==> src/rtl/dphy_lane_deskew_ctrl.sv <==
// Multi-lane D-PHY deskew controller: re-arms aligners, measures lane skew, equalises lanes.
// Optional `DPHY_DESKEW_STATS_EN adds saturating lock_cnt_o / err_cnt_o event counters.
module dphy_lane_deskew_ctrl #(
    parameter int LANES        = 4,
    parameter int MAX_SKEW     = 3,
    parameter int SYNC_TIMEOUT = 64
) (
    input  logic               clk_i,
    input  logic               rst_i,
    input  logic               hs_data_valid_i,
    input  logic [LANES-1:0]   lane_valid_i,
    input  logic [8*LANES-1:0] lane_byte_i,
    output logic [LANES-1:0]   reset_align_o,
    output logic [8*LANES-1:0] data_o,
    output logic               valid_o,
    output logic               locked_o,
    output logic               skew_err_o,
    output logic               timeout_err_o
`ifdef DPHY_DESKEW_STATS_EN
    ,
    output logic [15:0]        lock_cnt_o,
    output logic [15:0]        err_cnt_o
`endif
);

    localparam int AW = $clog2(MAX_SKEW + 2);
    localparam int DW = (MAX_SKEW > 1) ? $clog2(MAX_SKEW + 1) : 1;
    localparam int TW = (SYNC_TIMEOUT > 1) ? $clog2(SYNC_TIMEOUT) : 1;

    typedef enum logic [2:0] {S_IDLE, S_ARM, S_SYNC, S_LOCKED, S_ERROR} state_t;

    state_t            state_q, state_d;
    logic [TW-1:0]     tcnt_q, tcnt_d;
    logic [AW-1:0]     acnt_q, acnt_d;
    logic              arun_q, arun_d;
    logic [LANES-1:0]  seen_q, seen_d;
    logic [AW-1:0]     arr_q [LANES];
    logic [AW-1:0]     arr_d [LANES];
    logic [DW-1:0]     dly_q [LANES];
    logic [DW-1:0]     dly_d [LANES];
    logic [7:0]        dl_q  [LANES][MAX_SKEW];
    logic [7:0]        tap   [LANES];
    logic              skew_d, tout_d;

    logic [AW-1:0]     cur;
    logic [LANES-1:0]  fresh;
    logic              late, all_seen, dropped;

    logic [LANES-1:0]   reset_align_q;
    logic [8*LANES-1:0] data_q;
    logic               valid_q, locked_q, skew_q, tout_q;

    // Arrival of a lane rising this cycle; 0 until the first lane has risen.
    assign cur      = arun_q ? acnt_q : '0;
    assign fresh    = lane_valid_i & ~seen_q;
    assign late     = (cur == AW'(MAX_SKEW + 1));
    assign all_seen = &(seen_q | fresh);
    assign dropped  = |(seen_q & ~lane_valid_i);

    always_comb begin
        state_d = state_q;
        tcnt_d  = tcnt_q;
        acnt_d  = acnt_q;
        arun_d  = arun_q;
        seen_d  = seen_q;
        skew_d  = 1'b0;
        tout_d  = 1'b0;
        for (int k = 0; k < LANES; k++) begin
            arr_d[k] = arr_q[k];
            dly_d[k] = dly_q[k];
        end

        unique case (state_q)
            S_IDLE: begin
                if (hs_data_valid_i) state_d = S_ARM;
            end
            S_ARM: begin
                tcnt_d  = '0;
                acnt_d  = '0;
                arun_d  = 1'b0;
                seen_d  = '0;
                for (int k = 0; k < LANES; k++) dly_d[k] = '0;
                state_d = S_SYNC;
            end
            S_SYNC: begin
                tcnt_d = tcnt_q + TW'(1);
                if (arun_q) begin
                    if (!late) acnt_d = acnt_q + AW'(1);
                end else if (|lane_valid_i) begin
                    arun_d = 1'b1;
                    acnt_d = AW'(1);
                end

                if (dropped || late) begin
                    state_d = S_ERROR;
                    skew_d  = 1'b1;
                end else if (all_seen) begin
                    // The lanes arriving now are the latest, so cur is the max arrival.
                    for (int k = 0; k < LANES; k++) begin
                        if (fresh[k]) arr_d[k] = cur;
                        dly_d[k] = DW'(cur - arr_d[k]);
                    end
                    seen_d  = '1;
                    state_d = S_LOCKED;
                end else begin
                    for (int k = 0; k < LANES; k++) begin
                        if (fresh[k]) arr_d[k] = cur;
                    end
                    seen_d = seen_q | fresh;
                    if (tcnt_q == TW'(SYNC_TIMEOUT - 1)) begin
                        state_d = S_ERROR;
                        tout_d  = 1'b1;
                    end
                end
            end
            S_LOCKED: begin
                if (lane_valid_i != '1) begin
                    state_d = S_ERROR;
                    skew_d  = 1'b1;
                end
            end
            S_ERROR: begin
                state_d = S_ERROR;
            end
            default: state_d = S_IDLE;
        endcase

        // End of burst wins over every other transition, and keeps the old delays.
        if (state_q != S_IDLE && !hs_data_valid_i) begin
            state_d = S_IDLE;
            skew_d  = 1'b0;
            tout_d  = 1'b0;
            for (int k = 0; k < LANES; k++) dly_d[k] = dly_q[k];
        end
    end

    always_comb begin
        for (int k = 0; k < LANES; k++) begin
            tap[k] = lane_byte_i[8*k +: 8];
            for (int j = 1; j <= MAX_SKEW; j++) begin
                if (dly_d[k] == DW'(j)) tap[k] = dl_q[k][j-1];
            end
        end
    end

    always_ff @(posedge clk_i or posedge rst_i) begin
        if (rst_i) begin
            state_q       <= S_IDLE;
            tcnt_q        <= '0;
            acnt_q        <= '0;
            arun_q        <= 1'b0;
            seen_q        <= '0;
            reset_align_q <= '0;
            data_q        <= '0;
            valid_q       <= 1'b0;
            locked_q      <= 1'b0;
            skew_q        <= 1'b0;
            tout_q        <= 1'b0;
            for (int k = 0; k < LANES; k++) begin
                arr_q[k] <= '0;
                dly_q[k] <= '0;
                for (int j = 0; j < MAX_SKEW; j++) dl_q[k][j] <= '0;
            end
        end else begin
            state_q       <= state_d;
            tcnt_q        <= tcnt_d;
            acnt_q        <= acnt_d;
            arun_q        <= arun_d;
            seen_q        <= seen_d;
            reset_align_q <= (state_d == S_ARM) ? '1 : '0;
            valid_q       <= (state_d == S_LOCKED);
            locked_q      <= (state_d == S_LOCKED);
            skew_q        <= skew_d;
            tout_q        <= tout_d;
            for (int k = 0; k < LANES; k++) begin
                arr_q[k]            <= arr_d[k];
                dly_q[k]            <= dly_d[k];
                data_q[8*k +: 8]    <= tap[k];
                dl_q[k][0]          <= lane_byte_i[8*k +: 8];
                for (int j = 1; j < MAX_SKEW; j++) dl_q[k][j] <= dl_q[k][j-1];
            end
        end
    end

    assign reset_align_o = reset_align_q;
    assign data_o        = data_q;
    assign valid_o       = valid_q;
    assign locked_o      = locked_q;
    assign skew_err_o    = skew_q;
    assign timeout_err_o = tout_q;

`ifdef DPHY_DESKEW_STATS_EN
    logic [15:0] lock_cnt_q, err_cnt_q;

    always_ff @(posedge clk_i or posedge rst_i) begin
        if (rst_i) begin
            lock_cnt_q <= '0;
            err_cnt_q  <= '0;
        end else begin
            if (state_q == S_SYNC && state_d == S_LOCKED && lock_cnt_q != 16'hFFFF)
                lock_cnt_q <= lock_cnt_q + 16'd1;
            if (state_q != S_ERROR && state_d == S_ERROR && err_cnt_q != 16'hFFFF)
                err_cnt_q <= err_cnt_q + 16'd1;
        end
    end

    assign lock_cnt_o = lock_cnt_q;
    assign err_cnt_o  = err_cnt_q;
`endif

endmodule

==> config.mk <==
export PLATFORM = sky130hd
export DESIGN_NAME = dphy_lane_deskew_ctrl
export DESIGN_NICKNAME = d
export VERILOG_FILES = /design/src/rtl/dphy_lane_deskew_ctrl.sv
export SDC_FILE = /design/constraint.sdc
export NUM_CORES = 1
export LEC_CHECK = 0
export CAP_MARGIN = 20
export CORE_MARGIN = 5
export CORE_UTILIZATION = 61
export CTS_BUF_LIST = sky130_fd_sc_hd__clkbuf_4
export DETAILED_ROUTE_END_ITERATION = 10
export GPL_ROUTABILITY_DRIVEN = 0
export PLACE_DENSITY_LB_ADDON = 0.25
export REMOVE_ABC_BUFFERS = 1
export SYNTH_ARGS = -nofsm -noshare
export SYNTH_HDL_FRONTEND = slang
export SYNTH_SLANG_ARGS = --single-unit
==> constraint.sdc <==
create_clock -name clk_i -period 10.9 [get_ports clk_i]
set_clock_uncertainty 0.15 [all_clocks]
set_input_delay 1.09 -clock clk_i [delete_from_list [all_inputs] [get_ports clk_i]]
set_output_delay 1.09 -clock clk_i [all_outputs]
set_load 0.05 [all_outputs]
# Word-level counts from Yosys, hierarchy flattened
# Cells that the tools add are included.
# W data, S select, Z words.
[classes]
bitwise_logic = 6
n_addsub = 6
muxes = 62
n_reduce_logical = 12
eq_ne = 24
[op_table]
columns = ["cell", "count"]
rows = [
  ["$mux W8", 15],
  ["$mux W3", 26],
  ["$eq A2 B2 Y1 const B", 8],
  ["$pmux W8 S2", 1],
  ["$pmux W3 S5", 1],
  ["$mux W12", 1],
  ["$mux W4", 3],
  ["$pmux W6 S2", 1],
  ["$mux W1", 10],
  ["$eq A3 B2 Y1 const B", 3],
  ["$and A4 B4 Y4", 2],
  ["$eq A2 B1 Y1 const B", 4],
  ["$not A4 Y4", 2],
  ["$pmux W4 S2", 1],
  ["$reduce_or A4 Y1", 2],
  ["$sub A2 B2 Y2", 4],
  ["$add A6 B1 Y6 const B", 1],
  ["$eq A3 B1 Y1 const B", 2],
  ["$eq A3 B3 Y1 const B", 2],
  ["$eq A6 B6 Y1 const B", 1],
  ["$ne A3 B3 Y1 const B", 2],
  ["$pmux W3 S2", 1],
  ["$ne A4 B4 Y1 const B", 1],
  ["$or A4 B4 Y4", 1],
  ["13 further kinds", 15],
]
[totals]
out_inout_bits = 40
register_bits = 172
word_cells = 140

# Longest topological paths before layout
# Gate-level depths: netlist (run 1).
[depth]
depth_word = 16
mapped_depth = 9

# Worst setup path before layout (run 1)
# Ideal clock, no wire load.
[synth_path]
path_kind = "input-to-reg"
start = "input lane_valid_i[3]"
end = "register data_q[14], in the netlist data_o[14]"
setup_ps = 129
path_slack_ps = 8164
cell_stages = 8
arrival_ps = 2457
cell_sequence = "and4_1 -> and4_4 -> o211ai_4 -> a21o_1 -> buf_6 -> buf_12 -> mux2i_1 -> mux2i_1"
[synth_lines]
columns = ["item", "line_no", "rtl"]
rows = [
  ["start: declaration", "11", "input logic [LANES-1:0] lane_valid_i,"],
  ["end signal: indexed assignment", "178", "data_q[8*k +: 8] <= tap[k];"],
  ["end: declaration", "50", "logic [8*LANES-1:0] data_q;"],
]

==> reports/metrics.cfg, run 1 <==
[critical_path]
ff2ff_setup_slack_ns = 7.99
cp-end-kind = flip-flop
r2r_cells = 6
cp.arrival_ns = 3.62
r2r_end = data_o[24]
r2r-start = arun_q
crit_type = input port to flip-flop
required_ns = 11.14
cp_max_fo = 17
start_kind = input port

[cts]
post_cts.repair.setup_buffers = 0
clk_pin_slew_ns = 0.13
cts_root_buf = clkbuf_4
cts-hold-fix-buffers = 0
cts.repair.resized = 0
cts_buffer_depth = 2
clk_latency_ns = 0.54
tritoncts = built
clkSinkCount = 165
cts_max_level = 4
cts_buffers = 17

[power_and_ir_drop]
ir_worst_vdd_uv = 104.4
switchingPower_uw = 407.1
clockPowerShare_pct = 28.2
combPwrFrac_pct = 19.2
p_per_area_nw_per_um2 = 182.5
power.leakage_nw = 3.091
pwr-share-seq_pct = 52.6
switching_share_pct = 30.14
p_int_uw = 943.8

[route]
drtIter0Drc = 130
vias = 3629
post-route-drc-count = 0
firstDrtPassIters = 4
routed_via_density = 5.498
antenna_left = 0
wl_um = 10850
wl_per_cell_um = 16.44

[floorplan]
ios = 79
initial_core_util_pct = 61.66
placementRows = 37
die_h_um = 111.2
core_area_um2 = 10140
die_x_um = 111.2
design.die.area_um2 = 12370

[final_layout]
layout-drive-gt1-share_pct = 9.160
multi_input_area_um2 = 1901
fillers = 656
final_cells = 660
area_growth_pct = 18.39
seq_area_um2 = 4129
n_antenna_cell = 0
final_cell_mix = dfrtp_1 (165), mux2i_1 (97), clkdlybuf4s50_1 (78)
utilization_pct = 73.00
final_common_cell = dfrtp_1
final_nets = 552

[worst_hold_path]
hold-path-endpoint = dl_q[25]
min_path_type = flip-flop to flip-flop
hold_start = dl_q[33]
hold_depth = 0

[yosys]
yosysWarnings = 0
synth-edff-count = 0
avgSynthCellArea_um2 = 14.50
synth-seq-cells = 165
ys_types = 49
ys.flop_type = dfrtp_1
synth-seq-area-share_pct = 66.05
synth_area_um2 = 6251
synthArstFlopShare_pct = 100.0
netlist_instances = 431

[sta]
period_needed_ns = 3.387
min_period_over_period_pct = 31.07
setup_viol = 0
tightest_slew_ns = 1.133
clock.fmax_mhz = 295.3
rsz0062_at_grt = no
tns_ns = 0
slew_viol_final = 0
finalHoldViolCount = 0
slew_headroom_pct = 24.02

[run_status]
status = completed

[flow_run]
max-cap-violations = 0

[placed_design]
dp.cells = 626
dp_hpwl_um = 7322
portBuffers = 78

[global_routing]
gr-total-overflow = 0
grt_usage_pct = 19.56
grt_pass1_wl_um = 19290
grt_antenna_before_repair = 0
grt_pass1_vias = 3980
grt_max_degree = 87

-- cells in the mapped netlist, drive strengths merged (3+ instances only) --
master  instances  area share, %
nor3            4           0.32
xnor2           4           0.56
xor2            3           0.42
nor2           14           0.84
nand3           8           0.72
buf            18            2.8
nand4           5           0.50
mux2i          97             16
nand2          18            1.1
a22o            5           0.70
o31ai           4           0.48
o211ai          5           0.82
mux2            5           0.90
a21o            6           0.72
inv            12           0.72
a21oi           7           0.56
dfrtp         165             66
clkbuf          4           0.24
and3            3           0.30
o21ai          14            1.1
-- cell families after synthesis --
family	share of synthesized area, %
XOR/XNOR	0.9808
AO/OA/AOI/OAI	6.325
adder cells (fa/ha/maj)	0.5604
multiplexers	16.43
AND/OR/NAND/NOR	5.865
buffers and inverters	3.783
flip-flops	66.05
-- flip-flops by register name, summed over array words and instances, names as in the netlist --
register and flops:
arun_q 1, acnt_q 3, dl_q 96, arr_q 8
reset_align_o 1, timeout_err_o 1, state_q 3, tcnt_q 6
data_o 32, dly_q 8, skew_err_o 1, seen_q 4
locked_o 1
-- metrics by stage --
stage	worst slack (ns)	area [um2]	hold slack (ns)	total power, mW
2_1_floorplan	5.198	6060	0.2030	0.8887
3_3_place_gp	7.037	7053	0.2051	0.9694
3_5_place_dp	6.946	7053	0.2114	0.9816
4_1_cts	7.523	7366	0.2331	1.363
5_1_grt	7.346	7401	0.2328	1.426
6_report	7.513	7401	0.2335	1.351
-- power groups by stage --
stage	clock, mW	sequential (mW)	combinational, mW
2_1_floorplan	0	0.769	0.120
3_3_place_gp	0	0.720	0.250
3_5_place_dp	0	0.723	0.258
4_1_cts	0.392	0.711	0.260
5_1_grt	0.422	0.721	0.283
6_report	0.381	0.711	0.259
-- worst max-delay path, stage by stage --
cell and delay, ns:
clkdlybuf4s50_1 0.61, and4_1 0.30, nand3_2 0.24, nor3_1 0.29, a21o_1 0.67, mux2i_1 0.29
mux2i_1 0.11
-- layout make-up --
| type | count | area share, % |
|---|---|---|
| timing repair buffer | 83 | 11.33 |
| clock buffer | 17 | 1.724 |
| tap | 136 | 2.299 |
| clock inverter | 15 | 2.502 |
| inverter | 12 | 0.6762 |
| sequential | 165 | 55.79 |
| multi-input combinational | 232 | 25.68 |
-- worst max-delay path by stage --
stage,startpoint,end,slack (ns),cells after the start
6_report,lane_valid_i[0],data_o[18],7.51,7
5_1_grt,lane_valid_i[0],data_o[18],7.35,7
4_1_cts,lane_valid_i[0],data_o[21],7.52,7
3_5_place_dp,lane_valid_i[0],data_o[21],6.95,7
3_3_place_gp,lane_valid_i[3],data_o[18],7.04,7
2_1_floorplan,rst_i,acnt_q[0],5.20,1
-- metal layers --
layer  wire length, um  share of wire [%]  GRT usage, %
met5                 0                  0             0
met4               207                1.9         7.218
met3               553                5.1         7.041
met2              5349                 49         30.48
met1              4742                 44         25.44
(Power assumes the default switching activity.)
==> run 2: changes to the inputs <==
--- a/config.mk
+++ b/config.mk
@@ -7,7 +7,7 @@
 export LEC_CHECK = 0
 export CAP_MARGIN = 20
 export CORE_MARGIN = 5
-export CORE_UTILIZATION = 61
+export CORE_UTILIZATION = 57
 export CTS_BUF_LIST = sky130_fd_sc_hd__clkbuf_4
 export DETAILED_ROUTE_END_ITERATION = 10
 export GPL_ROUTABILITY_DRIVEN = 0
==> constraint.sdc (replaced) <==
create_clock -name clk_i -period 3.4 [get_ports clk_i]
set_clock_uncertainty 0.15 [all_clocks]
set_input_delay 0.34 -clock clk_i [delete_from_list [all_inputs] [get_ports clk_i]]
set_output_delay 0.34 -clock clk_i [all_outputs]
set_load 0.05 [all_outputs]
==> reports/metrics.cfg, run 2 (synthesis gave the netlist of run 1 again) <==
[run_status]
status = completed

[route]
post-route-drc-count = 0
vias = 3635
drtIter0Drc = 131
wl_per_cell_um = 15.84
routed_via_density = 5.417
antenna_left = 0
firstDrtPassIters = 4
wl_um = 10630

[global_routing]
grt_usage_pct = 18.10
grt_pass1_vias = 3825
grt_antenna_before_repair = 0
grt_max_degree = 79
gr-total-overflow = 0
grt_pass1_wl_um = 18420

[floorplan]
die_h_um = 114.7
design.die.area_um2 = 13160
placementRows = 38
die_x_um = 114.7
core_area_um2 = 10790
ios = 79
initial_core_util_pct = 57.92

[cts]
cts.repair.resized = 0
cts_max_level = 4
cts_buffer_depth = 2
cts_root_buf = clkbuf_4
clk_latency_ns = 0.56
clk_pin_slew_ns = 0.14
cts-hold-fix-buffers = 0
post_cts.repair.setup_buffers = 0
tritoncts = built
clkSinkCount = 165
cts_buffers = 17

[worst_hold_path]
min_path_type = input port to flip-flop

[placed_design]
portBuffers = 78
dp_hpwl_um = 7274
dp.cells = 639

[sta]
tns_ns = 0
tightest_slew_ns = 0.6973
setup_viol = 0
slew_viol_final = 0
min_period_over_period_pct = 77.04
hold_ws_ns = 0.08289
period_needed_ns = 2.619
clock.fmax_mhz = 381.8
rsz0062_at_grt = no
slew_headroom_pct = 53.52
finalHoldViolCount = 0

[power_and_ir_drop]
combPwrFrac_pct = 20.2
p_per_area_nw_per_um2 = 553.2
switching_share_pct = 32.81
clockPowerShare_pct = 23.9
switchingPower_mw = 1.341
power_mw = 4.085
power.leakage_nw = 3.094
ir_worst_vdd_uv = 481.5
pwr-share-seq_pct = 55.9
p_int_mw = 2.745

[final_layout]
fillers = 779
n_antenna_cell = 0
final_common_cell = dfrtp_1
largest_register_ff_count = 96
area_growth_pct = 18.13
layout-drive-gt1-share_pct = 10.73
final_nets = 559
utilization_pct = 68.42
final_cells = 671
final_cell_mix = dfrtp_1 (165), mux2i_1 (97), clkdlybuf4s50_1 (78)
top_register = dl_q

[critical_path]
crit_type = flip-flop to flip-flop
cp_max_fo = 17
required_ns = 3.70
cp.arrival_ns = 2.92
max_stage_delay_ns = 0.69
cp_slowest_cell = dfrtp_1
cp-end-kind = flip-flop
cp_cell_sequence = nand4bb_2 > and4_4 > o211ai_4 > a21o_1 > buf_4 > mux2i_1 > mux2i_1
start_kind = flip-flop
crit_top_cell = mux2i_1

[flow_run]
max-cap-violations = 0

-- run 2: cell types whose count changed in the layout (fill, tap and decap cells not counted), sizes merged --
cell      before  now
clkinvlp       2    3
bufinv         4    0
buf            5   12
inv           14   17
-- run 2: layout make-up --
class | count | area (um2) | area share (%)
sequential | 165 | 4129 | 55.91
multi-input combinational | 232 | 1901 | 25.74
timing repair buffer | 90 | 895.9 | 12.13
tap | 140 | 175.2 | 2.372
clock buffer | 17 | 127.6 | 1.728
clock inverter | 15 | 106.4 | 1.440
inverter | 12 | 50.05 | 0.6777
-- run 2: power groups by stage --
stage | Sequential (mW) | Combinational, mW | Clock [mW]
global placement | 2.31 | 0.808 | 0
floorplan | 2.46 | 0.385 | 0
global route | 2.31 | 0.906 | 1.10
CTS | 2.28 | 0.835 | 1.02
detailed placement | 2.32 | 0.831 | 0
finish | 2.28 | 0.826 | 0.977
-- run 2: path summary, 6_finish.rpt --
kind                               to       startpoint  depth (start not counted)  slack, ns
max in group asynchronous    dl_q[87]            rst_i                          3       2.12
max                        data_o[21]           arun_q                          7       0.78
min                          dl_q[70]  lane_byte_i[14]                          1       0.08
min in group asynchronous  data_o[31]            rst_i                          2       0.11
min reg2reg                  dl_q[32]         dl_q[40]                          0       0.23
max reg2reg                data_o[21]           arun_q                          7       0.78
-- run 2: metal layers --
metal  share of wire, %  track usage [%]  wire length, um  vias to the layer above
met5                  0                0                0                        -
met4                1.3            7.042              136                        0
met3                4.6            5.867              494                       12
met2                 50            28.48             5280                       76
met1                 44            23.66             4719                     1828
li1                   -                -                -                     1719
-- run 2: worst max-delay path, delay by kind of cell, from the launching register on --
family / cells / cell delay [ns]
mux: 2 / 0.31
simple gates: 2 / 0.44
compound gates: 2 / 0.68
flops: 1 / 0.69
buf+inv: 1 / 0.23
-- run 2: metrics by stage --
step	worst slack, ns	instance area [um2]
2_1_floorplan	-1.552	6060
3_3_place_gp	0.6055	7151
3_5_place_dp	0.4919	7151
4_1_cts	0.7777	7385
5_1_grt	0.6138	7385
6_report	0.7806	7385
